--- config.mk ---
export PLATFORM = sky130hd
export DESIGN_NAME = apb_cmd_master
export DESIGN_NICKNAME = d
export VERILOG_FILES = /design/src/rtl/apb_cmd_master.sv
export SDC_FILE = /design/constraint.sdc
export NUM_CORES = 1
export LEC_CHECK = 0
export CAP_MARGIN = 30
export CELL_PAD_IN_SITES_DETAIL_PLACEMENT = 1
export CELL_PAD_IN_SITES_GLOBAL_PLACEMENT = 2
export CORE_MARGIN = 4
export CORE_UTILIZATION = 22
export DETAILED_ROUTE_END_ITERATION = 6
export GPL_TIMING_DRIVEN = 0
export PLACE_DENSITY_LB_ADDON = 0.1
export SLEW_MARGIN = 30
export SYNTH_ARGS = -nofsm -noshare
export SYNTH_HDL_FRONTEND = slang
export SYNTH_SLANG_ARGS = --single-unit
--- constraint.sdc ---
create_clock -name pclk_i -period 1.4 [get_ports pclk_i]
set_input_delay 0.28 -clock pclk_i [delete_from_list [all_inputs] [get_ports pclk_i]]
set_output_delay 0.28 -clock pclk_i [all_outputs]
set_load 0.005 [all_outputs]
--- src/rtl/apb_cmd_master.sv ---
// APB command master: turns a valid/ready command stream into single APB
// transfers and returns each result on a valid/ready response stream.
// An optional ACCESS-phase timeout guarantees forward progress when a slave
// never asserts pready.

package apb_pkg;
    typedef logic [2:0] prot_t;
endpackage

module apb_cmd_master #(
    parameter int unsigned AddrWidth     = 32,
    parameter int unsigned DataWidth     = 32,
    parameter int unsigned StrbWidth     = DataWidth / 8,
    parameter int unsigned TimeoutCycles = 0
) (
    input  logic                 pclk_i,
    input  logic                 preset_ni,
    // command stream
    input  logic                 req_valid_i,
    output logic                 req_ready_o,
    input  logic [AddrWidth-1:0] req_addr_i,
    input  logic                 req_write_i,
    input  logic [DataWidth-1:0] req_wdata_i,
    input  logic [StrbWidth-1:0] req_strb_i,
    input  apb_pkg::prot_t       req_prot_i,
    // response stream
    output logic                 rsp_valid_o,
    input  logic                 rsp_ready_i,
    output logic [DataWidth-1:0] rsp_rdata_o,
    output logic                 rsp_err_o,
    output logic                 rsp_timeout_o,
    // APB requester side
    output logic [AddrWidth-1:0] paddr_o,
    output logic [2:0]           pprot_o,
    output logic                 psel_o,
    output logic                 penable_o,
    output logic                 pwrite_o,
    output logic [DataWidth-1:0] pwdata_o,
    output logic [StrbWidth-1:0] pstrb_o,
    input  logic                 pready_i,
    input  logic [DataWidth-1:0] prdata_i,
    input  logic                 pslverr_i
);

    typedef enum logic [1:0] {
        IDLE   = 2'd0,
        SETUP  = 2'd1,
        ACCESS = 2'd2,
        RESP   = 2'd3
    } state_e;

    // Counter only needs to reach TimeoutCycles-1 before the abort fires.
    localparam bit          TimeoutEn = (TimeoutCycles > 0);
    localparam int unsigned CntWidth  = TimeoutEn ? $clog2(TimeoutCycles + 1) : 1;
    localparam logic [CntWidth-1:0] CntLast = CntWidth'(TimeoutEn ? TimeoutCycles - 1 : 0);
    localparam logic [CntWidth-1:0] CntOne  = CntWidth'(1);

    state_e                state_q,   state_d;
    logic [AddrWidth-1:0]  paddr_q,   paddr_d;
    logic                  pwrite_q,  pwrite_d;
    logic [DataWidth-1:0]  pwdata_q,  pwdata_d;
    logic [StrbWidth-1:0]  pstrb_q,   pstrb_d;
    apb_pkg::prot_t        pprot_q,   pprot_d;
    logic [DataWidth-1:0]  rdata_q,   rdata_d;
    logic                  err_q,     err_d;
    logic                  timeout_q, timeout_d;
    logic [CntWidth-1:0]   cnt_q,     cnt_d;

    // Handshake and APB phase signals decode directly from the state flop,
    // so an asynchronous reset drops psel/penable/rsp_valid immediately.
    assign req_ready_o   = (state_q == IDLE);
    assign psel_o        = (state_q == SETUP) || (state_q == ACCESS);
    assign penable_o     = (state_q == ACCESS);
    assign rsp_valid_o   = (state_q == RESP);

    assign paddr_o       = paddr_q;
    assign pprot_o       = pprot_q;
    assign pwrite_o      = pwrite_q;
    assign pwdata_o      = pwdata_q;
    assign pstrb_o       = pstrb_q;
    assign rsp_rdata_o   = rdata_q;
    assign rsp_err_o     = err_q;
    assign rsp_timeout_o = timeout_q;

    // Next-state and datapath capture for the IDLE/SETUP/ACCESS/RESP sequence.
    always_comb begin
        state_d   = state_q;
        paddr_d   = paddr_q;
        pwrite_d  = pwrite_q;
        pwdata_d  = pwdata_q;
        pstrb_d   = pstrb_q;
        pprot_d   = pprot_q;
        rdata_d   = rdata_q;
        err_d     = err_q;
        timeout_d = timeout_q;
        cnt_d     = cnt_q;

        case (state_q)
            IDLE: begin
                if (req_valid_i) begin
                    paddr_d  = req_addr_i;
                    pwrite_d = req_write_i;
                    pwdata_d = req_wdata_i;
                    // Reads never present strobes on the bus.
                    pstrb_d  = req_write_i ? req_strb_i : {StrbWidth{1'b0}};
                    pprot_d  = req_prot_i;
                    state_d  = SETUP;
                end else begin
                    state_d  = IDLE;
                end
            end

            SETUP: begin
                cnt_d   = {CntWidth{1'b0}};
                state_d = ACCESS;
            end

            ACCESS: begin
                if (pready_i) begin
                    // Completion beats a timeout that would fire in the same cycle.
                    rdata_d   = pwrite_q ? {DataWidth{1'b0}} : prdata_i;
                    err_d     = pslverr_i;
                    timeout_d = 1'b0;
                    state_d   = RESP;
                end else if (TimeoutEn && (cnt_q == CntLast)) begin
                    rdata_d   = {DataWidth{1'b0}};
                    err_d     = 1'b1;
                    timeout_d = 1'b1;
                    state_d   = RESP;
                end else if (TimeoutEn) begin
                    cnt_d     = cnt_q + CntOne;
                end else begin
                    cnt_d     = cnt_q;
                end
            end

            RESP: begin
                if (rsp_ready_i) begin
                    state_d = IDLE;
                end else begin
                    state_d = RESP;
                end
            end

            default: begin
                state_d = IDLE;
            end
        endcase
    end

    // State and captured-field registers with asynchronous active-low reset.
    always_ff @(posedge pclk_i or negedge preset_ni) begin
        if (!preset_ni) begin
            state_q   <= IDLE;
            paddr_q   <= {AddrWidth{1'b0}};
            pwrite_q  <= 1'b0;
            pwdata_q  <= {DataWidth{1'b0}};
            pstrb_q   <= {StrbWidth{1'b0}};
            pprot_q   <= 3'b000;
            rdata_q   <= {DataWidth{1'b0}};
            err_q     <= 1'b0;
            timeout_q <= 1'b0;
            cnt_q     <= {CntWidth{1'b0}};
        end else begin
            state_q   <= state_d;
            paddr_q   <= paddr_d;
            pwrite_q  <= pwrite_d;
            pwdata_q  <= pwdata_d;
            pstrb_q   <= pstrb_d;
            pprot_q   <= pprot_d;
            rdata_q   <= rdata_d;
            err_q     <= err_d;
            timeout_q <= timeout_d;
            cnt_q     <= cnt_d;
        end
    end

endmodule

==> results.md, run 1 <==
- The storage element area is 2680 µm².
- The worst setup path is captured at a register.
- The data arrival time at the worst-slack endpoint is 1810 ps.
- STA puts the critical path data required time at 1640 ps.
- The number of hold violations in the final report was 0.
- The largest stage delay on the critical path is 420 ps.
- The detailed-router iteration count before antenna repair is 3.
- The floorplan row count is 51.
- The number of placed cells counting well taps is 805.
- The number of top-level pins is 220.
- When the netlist entered floorplanning its net count stood at 434.
- TritonCTS built the clock tree.
- Once placement finished, the instance area stood at 6917 µm².
- In the final layout, the share of cells above drive strength 1 is 0.2732.
- The post-synthesis instance total is 321.
- Summed over all instances, the cell type with the most area after synthesis is dfrtp_1.
- Walking the worst path, the cells encountered are buf_6 -> inv_4 -> ha_4 -> nand2_8 -> buf_12 -> buf_12 -> mux2_4.
- Counting flops and latches in the post-synthesis netlist gives 107.
- Counting the buffers created by CTS gives 9.
- The maximum level of the CTS H-tree is 3.
- The clock tree skew after final layout is 7.556 ps.
- Of the post-synthesis cell area, the dominant cell type holds 0.6178.
- The slack of the critical path is -167.1 ps.
- In the layout the commonest cells are clkdlybuf4s50_1, dlygate4sd2_1, dfrtp_1.
- The post-placement setup slack is -387.5 ps.
- The final standard cell count with taps included and fillers excluded is 858.
- Of the synthesized area, sequential elements account for 0.6178.
- The tightest min-delay check is of the input pin to async pin type.
- Entering global routing, the biggest net connects 66 pins.
- Routability-driven placement finished with a final weighted congestion of 0.6971.
- The flow ran to the end, but the final reports show violations.
- The cell chosen for the clock root is clkbuf_16.
- The per-cell routed wire length is 16.77 µm.
- The average cell area after synthesis is 13.50 µm².
- The number of vias per cell after detailed routing is 3.991.
- Counting both buffers and inverters, the worst setup path holds a total of 4.
- The number of antenna violations at the first check in global routing is 0.
- Clock latency on the worst-skew pair, taken at its later pin, is 350 ps.
- The number of max-cap violations is 0.
- The final setup TNS is -9438 ps.
- After filler insertion, the fill cell instance count of the layout stands at 2158.
- The setup path with the least slack is of type register to register.
- The final design area excluding fillers is 7671 µm².
- Relative to the synthesized area, the layout overhead comes to 76.99%.
- In this run the critical register-to-register path is launched from state_q[1].
- The critical path startpoint is state_q[1].
- The final layout contains 701 nets.
- Summed over all layers, the global routing overflow is 0.
- The horizontal extent of the die is 148.4 µm.
- After layout, the minimum clock period comes to 1567 ps.
- The gate family responsible for the most delay along the worst path is buffers and inverters.
- The launching element type of the critical path is a register.
- Counting along the longest clock path gives a buffer depth of 2.
- The HPWL after detailed placement is 10580 µm.
- The max-slew violation count came to 0.
- The number of distinct library cells after synthesis is 16.
- In this run the power density over the cells is 1993 nW/µm².
- The number of remaining DRC errors is 0.
- Across every metal layer, demand over resource in global routing totals 0.1317.
- The number of global-route vias before repair is 3868.
- For this block, the initial DRC count from the detailed router was 72.
- Sorting the synthesized cells by area gives the leading types as dfrtp_1, mux2_4, mux2_2.
- Dividing the final minimum period by the clock period gives 1.119.
- The most common cell after layout, fill and taps aside is clkdlybuf4s50_1.
- For this block, the routed nets add up to 14390 µm of wire.
- The post-CTS clock slew at the launch and capture registers of the worst setup and hold paths is 80 ps.
- The diode insertion count for antenna repair is 0.
- The most numerous cell type found on the critical path is buf_12.
- Port buffering added 218 buffers.
- The number of warnings reported in the yosys synthesis log is 0.
- The initial cell density of the core is 0.2234.
- The largest fanout of any net on the critical path is 10.
- The floorplan step set the die height to 148.4 µm.
- The multi-input combinational cells in the finished layout cover a total of 1638 µm².
- The number of failing setup endpoints in the final timing report is 88.
- The floorplan step defined a die boundary enclosing 22010 µm².
- Total power for the finished layout comes to 15.29 mW.
- The maximum clock frequency is 638.1 MHz.
- The final reports fail on setup timing.
- The count of nets left with antenna violations after detail routing is 0.
- The peak supply drop is 0.7708 mV.
- The global-route wire length before repair is 22340 µm.
- The total area inside the core boundary comes to 19400 µm².
- The number of clock sinks is 107.
- On the critical path, the stage with the largest delay is an instance of dfrtp_2.
- Summed over all cells, the static leakage comes to 3.638 nW.
- The cell area after synthesis is 4334 µm².
- Setup repair after global routing could not meet its margin everywhere.
- The number of vias in the routed layout is 3424.
[state kept, by name (all words and copies together), names as in the netlist]
signal	cells
state_q	2
pprot_o	3
rsp_rdata_o	32
pwdata_o	32
rsp_err_o	1
pstrb_o	4
pwrite_o	1
paddr_o	32
[cell usage after synthesis]
cell / instances
clkbuf_1: 7
buf_6: 5
nand2_1: 43
a21oi_1: 5
mux2_2: 37
dfrtp_1: 107
mux2_4: 32
o22ai_1: 1
nand3b_1: 1
inv_1: 3
buf_4: 1
ha_1: 3
conb_1: 1
buf_2: 6
nand2b_1: 33
o21ai_0: 36
[final timing paths]
path,end,slack [ps],cells after the start
min reg2reg,rsp_rdata_o[0],470,2
min,paddr_o[5],420,2
min in group pclk_i,rsp_rdata_o[0],470,2
max,pwdata_o[24],-170,7
max in group asynchronous,pwrite_o,290,3
max reg2reg,pwdata_o[24],-170,7
[power breakdown]
part	internal [mW]	total (mW)	switching [mW]	leakage, nW
sequential	4.54	5.26	0.721	1.30
combinational	4.58	7.28	2.70	2.18
clock	1.44	2.75	1.31	0.156
total	10.6	15.3	4.73	3.64
[through the flow]
| step | hold WS (ps) | utilization |
|---|---|---|
| 2_1_floorplan | -15.59 | - |
| 3_5_place_dp | 202.7 | 0.3566 |
| 5_1_grt | 442.2 | 0.3954 |
| 6_report | 417.1 | 0.3954 |
| 3_3_place_gp | 466.3 | 0.3549 |
| 4_1_cts | 396.4 | 0.3854 |
[routing by layer]
layer,vias up,global-route usage,share of wire
met4,0,0.03741,0.013
met3,11,0.05149,0.077
met5,-,0,0
met2,100,0.2322,0.53
li1,1608,-,-
met1,1705,0.1480,0.38
[worst reg2reg max path, cell delays in order (launching register included)]
cell,delay [ps]
dfrtp_2,420
buf_6,130
inv_4,50
ha_4,170
nand2_8,80
buf_12,160
buf_12,150
mux2_4,300
[logic make-up after synthesis]
| kind of cell | Yosys count | share of synthesized area |
|---|---|---|
| fa+ha+maj | 3 | 0.008661 |
| other cells | 1 | 0.0008652 |
| compound gates | 42 | 0.04879 |
| flops | 107 | 0.6178 |
| buf+inv | 22 | 0.03031 |
| simple gates | 77 | 0.08661 |
| mux | 69 | 0.2070 |
[repair_timing]
action	CTS	global route
endpoints found under the setup margin	207	109
resized for setup	167	47
cloned	3	2
hold endpoints to repair	42	0
pin swaps	2	3
buffers inserted	22	11
hold buffers	1	0
[layout make-up]
class                   count  share of cell area
plain buffers              18             0.03066
multi-input cells         192              0.2135
clock inverters             7             0.01174
well taps                 265             0.04322
inverters                   3            0.001794
clock buffers               9             0.02936
repair buffers            257              0.3203
flip-flops and latches    107              0.3494
Power figures use the tool's default switching activity.
==> run 2, diff against run 1 <==
--- a/config.mk
+++ b/config.mk
@@ -8,7 +8,6 @@
 export CAP_MARGIN = 30
 export CELL_PAD_IN_SITES_DETAIL_PLACEMENT = 1
 export CELL_PAD_IN_SITES_GLOBAL_PLACEMENT = 2
-export CORE_MARGIN = 4
 export CORE_UTILIZATION = 22
 export DETAILED_ROUTE_END_ITERATION = 6
 export GPL_TIMING_DRIVEN = 0
==> run 2 against run 1 <==
Effect of this change:
- the flow still finishes with violations (setup timing)
- sequential power is 1% higher
- clock skew down 1.1 ps
- register-to-register slack about the same
- utilization grew 1.6 points
- critical path depth unchanged
- clock power down 10%
- critical path type unchanged
- largest cell class unchanged
- highest routed layer unchanged
==> results.md, run 2 (synthesis results as in run 1) <==
- The run finished, with violations left.
- The final reports fail on setup timing.
- The aggregate global routing overflow is 0 (unchanged).
- The horizontal extent of the die came to 142.4 µm (-4.0%).
- The area of the die is 20270 µm² (-7.9%).
- The initial cell density of the core was 0.2279 (+0.004469).
- The first-iteration detailed-routing DRC count was 42 (-42%).
- The synthesis-to-finish area growth is 80.74%.
- The launching element type of the critical path is a register.
- The number of vias per cell after detailed routing was 4.053 (+1.6%).
- The slack of the critical path is -164.9 ps (+2.199 ps).
- The number of global-route vias before repair is 3726 (-3.7%).
- The detailed-router iteration count before antenna repair is 4 (+1).
- The final design area excluding fillers is 7834 µm² (+2.1%).
- The largest stage delay on the critical path is 430 ps (about the same).
- The number of clock sinks came to 107 (unchanged).
- The post-CTS clock slew at the launch and capture registers of the worst setup and hold paths is 70 ps (about the same).
- The number of fillers in the final layout came to 2074 (-3.9%).
- The area of placed instances is 6910 µm² (about the same).
- The library cell used most frequently in the layout, excluding fill and tap cells, is clkdlybuf4s50_1.
- The library cells used most frequently in the layout, excluding fill and tap cells, are clkdlybuf4s50_1, dlygate4sd2_1, dfrtp_1.
- The worst min-delay path category is input pin to async pin.
- The number of vias in the routed layout is 3457 (+0.96%).
- The clock tree skew after final layout came to 6.426 ps (-1.130 ps).
- The largest fanout of any net on the critical path is 10 (unchanged).
- The combined buffer and inverter count along the critical path came to 4 (unchanged).
- The number of buffers inserted during clock tree synthesis is 9 (unchanged).
- The per-cell routed wire length is 16.55 µm (-1.3%).
- The number of antenna violations at the first check in global routing came to 0 (unchanged).
- The final RePlAce weighted congestion is 0.6885 (-1.2%).
- The pin count of the biggest net entering global routing is 55 (-17%).
- For this design, the slowest cell found on the critical path is dfrtp_2.
- The cell leakage power was 3.674 nW (+0.99%).
- The number of port buffers came to 218 (unchanged).
- The number of top-level pins is 220 (unchanged).
- The gate family responsible for the most delay along the worst path is buffers and inverters.
- The number of failing setup endpoints in the final timing report came to 75 (-15%).
- Traced cell by cell, the critical path runs through buf_6 -> inv_4 -> ha_4 -> nand2_8 -> buf_12 -> buf_12 -> mux2_4.
- The final-stage net count came to 701 (unchanged).
- The diode insertion count for antenna repair came to 0 (unchanged).
- The number of hold violations in the final report came to 0 (unchanged).
- The number of remaining DRC errors is 0 (unchanged).
- Among the stages of the critical path, the cell type that occurs most often is buf_12.
- The floorplan row count is 50 (-2.0%).
- The number of logic stages on the critical path including buffering is 7 (unchanged).
- The reg-to-reg critical path startpoint is state_q[1].
- The total global routing track utilization is 0.1387 (+0.006970).
- The data arrival time at the worst-slack endpoint came to 1800 ps (about the same).
- The overall power after layout was 15.46 mW (+1.1%).
- The final cycle utilization of the critical path is 1.118 (-0.001571).
- The final critical delay including setup and external delays is 1565 ps (-2.199 ps).
- The worst register-to-register path ends at paddr_o[13].
- The maximum level of the CTS H-tree is 3 (unchanged).
- The routed wire length came to 14120 µm (-1.9%).
- Setup repair after global routing could not meet its margin everywhere.
- The kind of end point of the critical path is a register.
- The required arrival time at the worst endpoint is 1630 ps (about the same).
- Tracing the worst setup path back leads to its startpoint at state_q[1].
- The core region area is 19020 µm² (-2.0%).
- The final hold slack is 430.1 ps (+12.93 ps).
- The worst-case clock buffer depth came to 2 (unchanged).
- The count of nets left with antenna violations after detail routing is 0 (unchanged).
- The HPWL after detailed placement is 9861 µm (-6.8%).
- The end of the critical path is paddr_o[13].
- The number of max-cap violations is 0 (unchanged).
- TritonCTS built the clock tree.
- By startpoint and endpoint, the worst setup path is classified as register to register.
- The peak supply drop is 0.7906 mV (+2.6%).
- The clock insertion delay at the later pin of the skew report is 350 ps (about the same).
- Clock tree synthesis selected as its root buffer the cell clkbuf_16.
- The register-to-register setup slack was -160 ps (about the same).
- The max-slew violation count was 0 (unchanged).
- The global-route wire length before repair came to 21220 µm (-5.0%).
- The total power density per cell area came to 1974 nW/µm² (-0.96%).
- The fraction of final layout cells sized beyond drive strength 1 is 0.3373 (+0.06408).
- The die height is 142.4 µm (-4.0%).
- The logic depth of the worst register-to-register path is 7 (unchanged).
- The maximum clock frequency is 639.0 MHz (+0.14%).
[run 2: per-layer routing]
metal  track usage  wire length (µm)
met1        0.1593              5590
met2        0.2379              7314
met3       0.05215              1050
met4       0.04244               161
met5             0                 0
[run 2: power breakdown]
part           total, mW  switching [mW]  leakage (nW)  internal [mW]
Sequential          5.31           0.767          1.30           4.54
Clock               2.47            1.24         0.127           1.23
Combinational       7.68            2.87          2.24           4.81
[run 2: area by class of cell]
type / count / area, µm² / area share
clock inverters: 6 / 51.30 / 0.006548
repair buffers: 256 / 2496 / 0.3186
inverters: 3 / 13.76 / 0.001757
clock buffers: 10 / 229.0 / 0.02923
plain buffers: 19 / 270.3 / 0.03450
flip-flops and latches: 107 / 2680 / 0.3421
well taps: 260 / 325.3 / 0.04153
multi-input cells: 192 / 1768 / 0.2257
[run 2: how the worst min path moves through the flow]
stage                    start               to  slack (ps)  cells past startpoint
2_1_floorplan        preset_ni       paddr_o[0]         -20                      0
3_3_place_gp   rsp_rdata_o[20]  rsp_rdata_o[20]         470                      2
3_5_place_dp         preset_ni   rsp_rdata_o[7]         240                      1
4_1_cts              preset_ni   rsp_rdata_o[6]         450                      2
5_1_grt              preset_ni   rsp_rdata_o[7]         480                      2
6_report             preset_ni   rsp_rdata_o[7]         430                      2
[run 2: what timing repair did]
item,in CTS,in global routing
endpoints found under the hold margin,53,0
gates resized for setup,155,111
endpoints found under the setup margin,210,108
pin swaps,2,16
gates cloned,0,7
hold buffers,1,0
buffers inserted,21,8
[run 2: through the flow]
step | utilization | setup TNS, ps | cells | worst slack, ps
floorplan | - | 0 | 321 | 7.684
global placement | 0.3616 | -505020 | 799 | -4476
detailed placement | 0.3634 | -28880 | 800 | -378.1
CTS | 0.3854 | -8257 | 838 | -167.6
global route | 0.4119 | -13430 | 853 | -207.1
finish | 0.4119 | -9436 | 853 | -164.9
